==> src/rtl/mul4x4sign_pkg.sv <==
// Shared types and constants for the signed 4x4 sequential shift-add multiplier.
package mul4x4sign_pkg;

  typedef enum logic [1:0] {ST_IDLE, ST_RUN, ST_DONE} state_t;

  localparam int N_STEPS = 4;
  localparam int ACC_W   = 8;
  localparam int CNT_W   = 2;
  localparam logic [CNT_W-1:0] LAST_STEP = CNT_W'(N_STEPS - 1);

  // Sign-extend a 5-bit add/sub result to the accumulator width.
  function automatic logic [ACC_W-1:0] sext_acc(input logic [4:0] r);
    return {{(ACC_W-5){r[4]}}, r};
  endfunction

endpackage

==> src/rtl/overlap_getter.sv <==
// Selects the 4-bit accumulator window sum_old[clk1+3:clk1] for the current step.
module overlap_getter
  import mul4x4sign_pkg::*;
(
  input  logic [ACC_W-1:0] sum_old,
  input  logic [CNT_W-1:0] clk1,
  output logic [3:0]       sum_old_part
);

  // NOTE: every combinational output gets a default first, so no path can infer a latch.
  always_comb begin
    sum_old_part = '0;
    case (clk1)
      2'd0:    sum_old_part = sum_old[3:0];
      2'd1:    sum_old_part = sum_old[4:1];
      2'd2:    sum_old_part = sum_old[5:2];
      2'd3:    sum_old_part = sum_old[6:3];
      default: sum_old_part = '0;
    endcase
  end

endmodule

==> src/rtl/mul4x4sign_seq_ctrl.sv <==
// Sequential signed 4x4 multiplier: FSM, step counter, 8-bit accumulator and add/sub write-back.
module mul4x4sign_seq_ctrl
  import mul4x4sign_pkg::*;
#(
  parameter bit BACK2BACK = 1'b1,
  parameter int OPW       = 4
) (
  input  logic             clk,
  input  logic             rst_n,
  input  logic             start,
  input  logic [OPW-1:0]   a,
  input  logic [OPW-1:0]   b,
  output logic             ready,
  output logic             busy,
  output logic             done,
  output logic [ACC_W-1:0] product
);

  if (OPW != 4) begin : g_opw_check
    $error("mul4x4sign_seq_ctrl: OPW must be 4 (window width is fixed)");
  end

  state_t           state_q, state_d;
  logic [CNT_W-1:0] clk1_q, clk1_d;
  logic [ACC_W-1:0] sum_old_q, sum_old_d;
  logic [OPW-1:0]   a_q, a_d, b_q, b_d;
  logic [ACC_W-1:0] product_q, product_d;

  logic [3:0]       sum_old_part;
  logic [OPW:0]     p_ext, a_ext, r;
  logic [ACC_W-1:0] wb_mask, sum_wb;
  logic             accept;

  overlap_getter u_overlap_getter (
    .sum_old      (sum_old_q),
    .clk1         (clk1_q),
    .sum_old_part (sum_old_part)
  );

  assign ready   = (state_q == ST_IDLE) || (BACK2BACK && (state_q == ST_DONE));
  assign busy    = (state_q == ST_RUN);
  assign done    = (state_q == ST_DONE);
  assign product = product_q;
  assign accept  = start && ready;

  // Five-bit result keeps -8*-8's final step (0 - (-8) = +8) from wrapping.
  always_comb begin
    p_ext = {sum_old_part[3], sum_old_part};
    a_ext = {a_q[OPW-1], a_q};
    if (!b_q[clk1_q])             r = p_ext;
    else if (clk1_q == LAST_STEP) r = p_ext - a_ext;
    else                          r = p_ext + a_ext;
    // Bits below the current step are already final; only [7:i] is rewritten.
    wb_mask = {ACC_W{1'b1}} << clk1_q;
    sum_wb  = (sum_old_q & ~wb_mask) | ((sext_acc(r) << clk1_q) & wb_mask);
  end

  always_comb begin
    state_d   = state_q;
    clk1_d    = clk1_q;
    sum_old_d = sum_old_q;
    a_d       = a_q;
    b_d       = b_q;
    product_d = product_q;
    case (state_q)
      ST_IDLE: if (accept) state_d = ST_RUN;
      ST_RUN: begin
        sum_old_d = sum_wb;
        clk1_d    = clk1_q + 1'b1;
        if (clk1_q == LAST_STEP) begin
          state_d   = ST_DONE;
          product_d = sum_wb;
        end
      end
      ST_DONE: state_d = accept ? ST_RUN : ST_IDLE;
      default: state_d = ST_IDLE;
    endcase
    if (accept) begin
      a_d       = a;
      b_d       = b;
      sum_old_d = '0;
      clk1_d    = '0;
    end
  end

  // NOTE: state registers use non-blocking assignments so every flop samples pre-edge values.
  always_ff @(posedge clk or negedge rst_n) begin
    if (!rst_n) begin
      state_q   <= ST_IDLE;
      clk1_q    <= '0;
      sum_old_q <= '0;
      a_q       <= '0;
      b_q       <= '0;
      product_q <= '0;
    end else begin
      state_q   <= state_d;
      clk1_q    <= clk1_d;
      sum_old_q <= sum_old_d;
      a_q       <= a_d;
      b_q       <= b_d;
      product_q <= product_d;
    end
  end

endmodule

==> config.mk <==
export PLATFORM = sky130hd
export DESIGN_NAME = mul4x4sign_seq_ctrl
export DESIGN_NICKNAME = d
export VERILOG_FILES = /design/src/rtl/mul4x4sign_pkg.sv /design/src/rtl/overlap_getter.sv /design/src/rtl/mul4x4sign_seq_ctrl.sv
export SDC_FILE = /design/constraint.sdc
export NUM_CORES = 1
export LEC_CHECK = 0
export BUFFER_PORTS_ARGS = -buffer_cell sky130_fd_sc_hd__buf_2
export CAP_MARGIN = 20
export CORE_MARGIN = 3
export CORE_UTILIZATION = 55
export CTS_CLUSTER_SIZE = 20
export DETAILED_ROUTE_END_ITERATION = 10
export GPL_TIMING_DRIVEN = 0
export PLACE_DENSITY = 0.77
export SYNTH_ARGS = -nofsm -noshare
export SYNTH_HDL_FRONTEND = slang
export SYNTH_SLANG_ARGS = --single-unit
==> constraint.sdc <==
create_clock -name clk -period 5.55 [get_ports clk]
set_input_delay 1.665 -clock clk [delete_from_list [all_inputs] [get_ports clk]]
set_output_delay 1.665 -clock clk [all_outputs]
set_load 0.01 [all_outputs]
==> load_flow_metrics.sql <==
INSERT INTO impl_metrics (metric_group, metric, value, unit) VALUES
('run_status', 'run_status', 'finished, final reports clean', ''),
('sta', 'setup_tns', '0', 'ns'),
('worst_setup_path', 'rrSetupSlack', '1.71', 'ns'),
('clocking', 'inserted_clock_buffers', '3', ''),
('yosys', 'synth_adder_area_share', '8.49', '%'),
('sta', 'worst_slew_margin_rel', '57.7', '%'),
('yosys', 'count_leader_synth', 'sky130_fd_sc_hd__nand2_1', ''),
('hold_path', 'min-delay-path-class', 'flop to flop', ''),
('cells_and_area', 'syn2layout_area_growth', '9.95', '%'),
('routing', 'drc', '0', ''),
('yosys', 'yosys_register_bits', '27', ''),
('grt', 'antenna_violations_before_repair', '0', ''),
('yosys', 'yosys.area_share.xor_xnor', '3.07', '%'),
('yosys', 'synth.avg_cell_area', '9.10', 'µm²'),
('sta', 'worst-slew-pin-transition', '0.635', 'ns'),
('worst_setup_path', 'cp.arrival', '4.04', 'ns'),
('worst_setup_path', 'r2r-end', 'product[6]$_DFFE_PN0P_', ''),
('sta', 'grt_setup_unrepaired', 'no', ''),
('yosys', 'post_synthesis_compound_gate_area_fraction', '19.0', '%'),
('die', 'die_area', '3810', 'µm²'),
('yosys', 'synth.mux.area_fraction', '8.19', '%'),
('yosys', 'ys_top_cells_by_count', '30 x sky130_fd_sc_hd__nand2_1, 27 x sky130_fd_sc_hd__dfrtp_1, 17 x sky130_fd_sc_hd__nor2_1', ''),
('yosys', 'synthCells', '188', ''),
('routing', 'routed_via_density', '6.00', ''),
('sta', 'layout_min_cycle_time', '3.84', 'ns'),
('worst_setup_path', 'setup.worst_path.end', 'product[6]$_DFFE_PN0P_', ''),
('clocking', 'postCtsSetupRepairBufs', '0', ''),
('yosys', 'synth_simple_gate_area_share', '17.3', '%'),
('cells_and_area', 'num-fill-cells', '250', ''),
('clocking', 'tritoncts_num_sinks', '27', ''),
('worst_setup_path', 'worst-setup-path-type', 'flop to flop', ''),
('yosys', 'netlist.area_leader.share', '39.5', '%'),
('yosys', 'synthFlopType', 'sky130_fd_sc_hd__dfrtp_1', ''),
('routing', 'via_count', '1465', ''),
('routing', 'drtAntennaViolNets', '0', ''),
('sta', 'setup_viol', '0', ''),
('grt', 'grt_max_degree', '28', ''),
('yosys', 'ys_seq_area_share', '39.5', '%'),
('yosys', 'main_combinational_cell_family_by_area_after_synthesis', 'compound AO/OA/AOI/OAI gates', ''),
('clocking', 'tritoncts', 'yes', ''),
('die', 'die_x', '61.8', 'µm'),
('clocking', 'clockBufferDepth', '2', ''),
('yosys', 'synth_area_leader_cell', 'sky130_fd_sc_hd__dfrtp_1', ''),
('sta', 'timing_hold_violations_final', '0', ''),
('cells_and_area', 'seqCellArea', '676', 'µm²'),
('place', 'place_hpwl', '2990', 'µm'),
('place', 'place_congestion', '0.979', ''),
('clocking', 'cts_hold_repair.buffers', '0', ''),
('worst_setup_path', 'worst_r2r_path_depth', '12', ''),
('cells_and_area', 'num-nets-final', '236', ''),
('yosys', 'synth_cell_type_count', '40', ''),
('sta', 'max_slew_violation_count', '0', ''),
('worst_setup_path', 'crit_required', '5.74', 'ns'),
('worst_setup_path', 'critical_path.endpoint_type', 'flop', ''),
('yosys', 'synth_edf_count', '0', ''),
('yosys', 'synth_warnings', '0', ''),
('routing', 'first_iter_violations', '107', ''),
('routing', 'count_of_tritonroute_iterations_in_the_first_routing_pass', '4', ''),
('die', 'floorplan.core_area', '2850', 'µm²'),
('clocking', 'worstSkewPairLatency', '0.31', 'ns'),
('yosys', 'main_area_contributors_after_synthesis', 'sky130_fd_sc_hd__dfrtp_1 40%, sky130_fd_sc_hd__ha_1 7.3%, sky130_fd_sc_hd__nand2_1 6.6%, sky130_fd_sc_hd__mux2i_1 4.7%, sky130_fd_sc_hd__nor2_1 3.7%', ''),
('cells_and_area', 'post_route_cells_drive_above_1_share', '16.4', '%'),
('sta', 'final.setup_skew', '0.00393', 'ns'),
('grt', 'grt_total_usage', '22.5', '%'),
('worst_setup_path', 'top_fanout_value_on_the_critical_path', '12', ''),
('worst_setup_path', 'worst_r2r_startpoint', 'clk1_q[1]$_DFFE_PN0P_', ''),
('cells_and_area', 'multi_input_logic_area', '960', 'µm²'),
('worst_setup_path', 'worst_setup_path_start', 'clk1_q[1]$_DFFE_PN0P_', ''),
('die', 'io_pins', '22', ''),
('die', 'start_util', '60.0', '%'),
('yosys', 'synth-async-reset-ratio', '100', '%');
[how the worst min path moves through the flow]
stage / from / endpoint / slack, ns / cells past startpoint
2_1_floorplan: b_q[0]$_DFFE_PN0P_ / b_q[0]$_DFFE_PN0P_ / 0.44 / 2
3_3_place_gp: product[3]$_DFFE_PN0P_ / product[3]$_DFFE_PN0P_ / 0.46 / 2
3_5_place_dp: product[5]$_DFFE_PN0P_ / product[5]$_DFFE_PN0P_ / 0.46 / 2
4_1_cts: product[5]$_DFFE_PN0P_ / product[5]$_DFFE_PN0P_ / 0.50 / 2
5_1_grt: product[3]$_DFFE_PN0P_ / product[3]$_DFFE_PN0P_ / 0.53 / 2
6_report: product[2]$_DFFE_PN0P_ / product[2]$_DFFE_PN0P_ / 0.49 / 2
[area by class of cell]
class | instances | area share [%]
well taps | 31 | 2.06
multi-input cells | 142 | 51.0
repair buffers | 21 | 5.59
flip-flops and latches | 27 | 35.9
inverters | 13 | 2.66
clock buffers | 4 | 1.40
plain buffers | 6 | 1.33
[state kept, by name (all words and copies together) (netlist names)]
register   flops
product        8
b_q            4
a_q            4
clk1_q         2
sum_old_q      7
state_q        2
[layout by cell type, fill, tap and decap left out, types with 4 or more instances in the layout]
cell type / instances
sky130_fd_sc_hd__buf_2: 23
sky130_fd_sc_hd__inv_1: 10
sky130_fd_sc_hd__nand2_1: 30
sky130_fd_sc_hd__mux2_2: 4
sky130_fd_sc_hd__nor2b_1: 4
sky130_fd_sc_hd__clkbuf_1: 4
sky130_fd_sc_hd__xnor2_1: 5
sky130_fd_sc_hd__nand2b_1: 6
sky130_fd_sc_hd__dfrtp_1: 27
sky130_fd_sc_hd__a21oi_1: 9
sky130_fd_sc_hd__ha_1: 10
sky130_fd_sc_hd__o31ai_1: 7
sky130_fd_sc_hd__nor2_1: 17
sky130_fd_sc_hd__o21ai_0: 10
sky130_fd_sc_hd__mux2i_1: 8
[worst max-delay path: stages, from the launching register on]
cell and delay, ns:
sky130_fd_sc_hd__dfrtp_1 0.53, sky130_fd_sc_hd__clkinv_1 0.36, sky130_fd_sc_hd__ha_1 0.35, sky130_fd_sc_hd__a222oi_1 0.34, sky130_fd_sc_hd__mux2i_1 0.19, sky130_fd_sc_hd__ha_1 0.41
sky130_fd_sc_hd__nand2b_1 0.17, sky130_fd_sc_hd__nor3_1 0.06, sky130_fd_sc_hd__mux2_2 0.29, sky130_fd_sc_hd__a2111oi_4 0.28, sky130_fd_sc_hd__xnor2_1 0.18, sky130_fd_sc_hd__a221oi_2 0.41
sky130_fd_sc_hd__a21oi_1 0.14
[per-stage QoR]
step	utilization, %	area, µm²	cells	hold WS (ns)	setup slack, ns
6_report	65.9	1880	244	0.491	1.71
2_1_floorplan	-	1710	188	0.445	2.36
3_5_place_dp	65.0	1850	240	0.465	1.76
4_1_cts	65.9	1880	244	0.496	1.73
3_3_place_gp	65.0	1850	240	0.459	1.86
5_1_grt	65.9	1880	244	0.527	1.40
[per-layer routing]
metal	wire (µm)	vias up	global-route usage, %	share of wire (%)
met5	0	-	0	0
met4	44	0	5.76	1.1
met3	143	4	1.86	3.7
met2	1810	35	34.5	47
met1	1870	722	34.4	48
li1	-	704	-	-
[logic make-up (layout without fill, tap and decap cells)]
logic type	Yosys count	count (layout)
and+or+nand+nor	67	67
muxes	13	13
DFF	27	27
buffers and inverters	19	44
xor gates and xnor gates	6	6
AOI/OAI and AO/OA	45	45
adders and majority gates	11	11
Power is not shown: default switching activity piles up to over one toggle a cycle in this logic, so the estimate is an artifact.
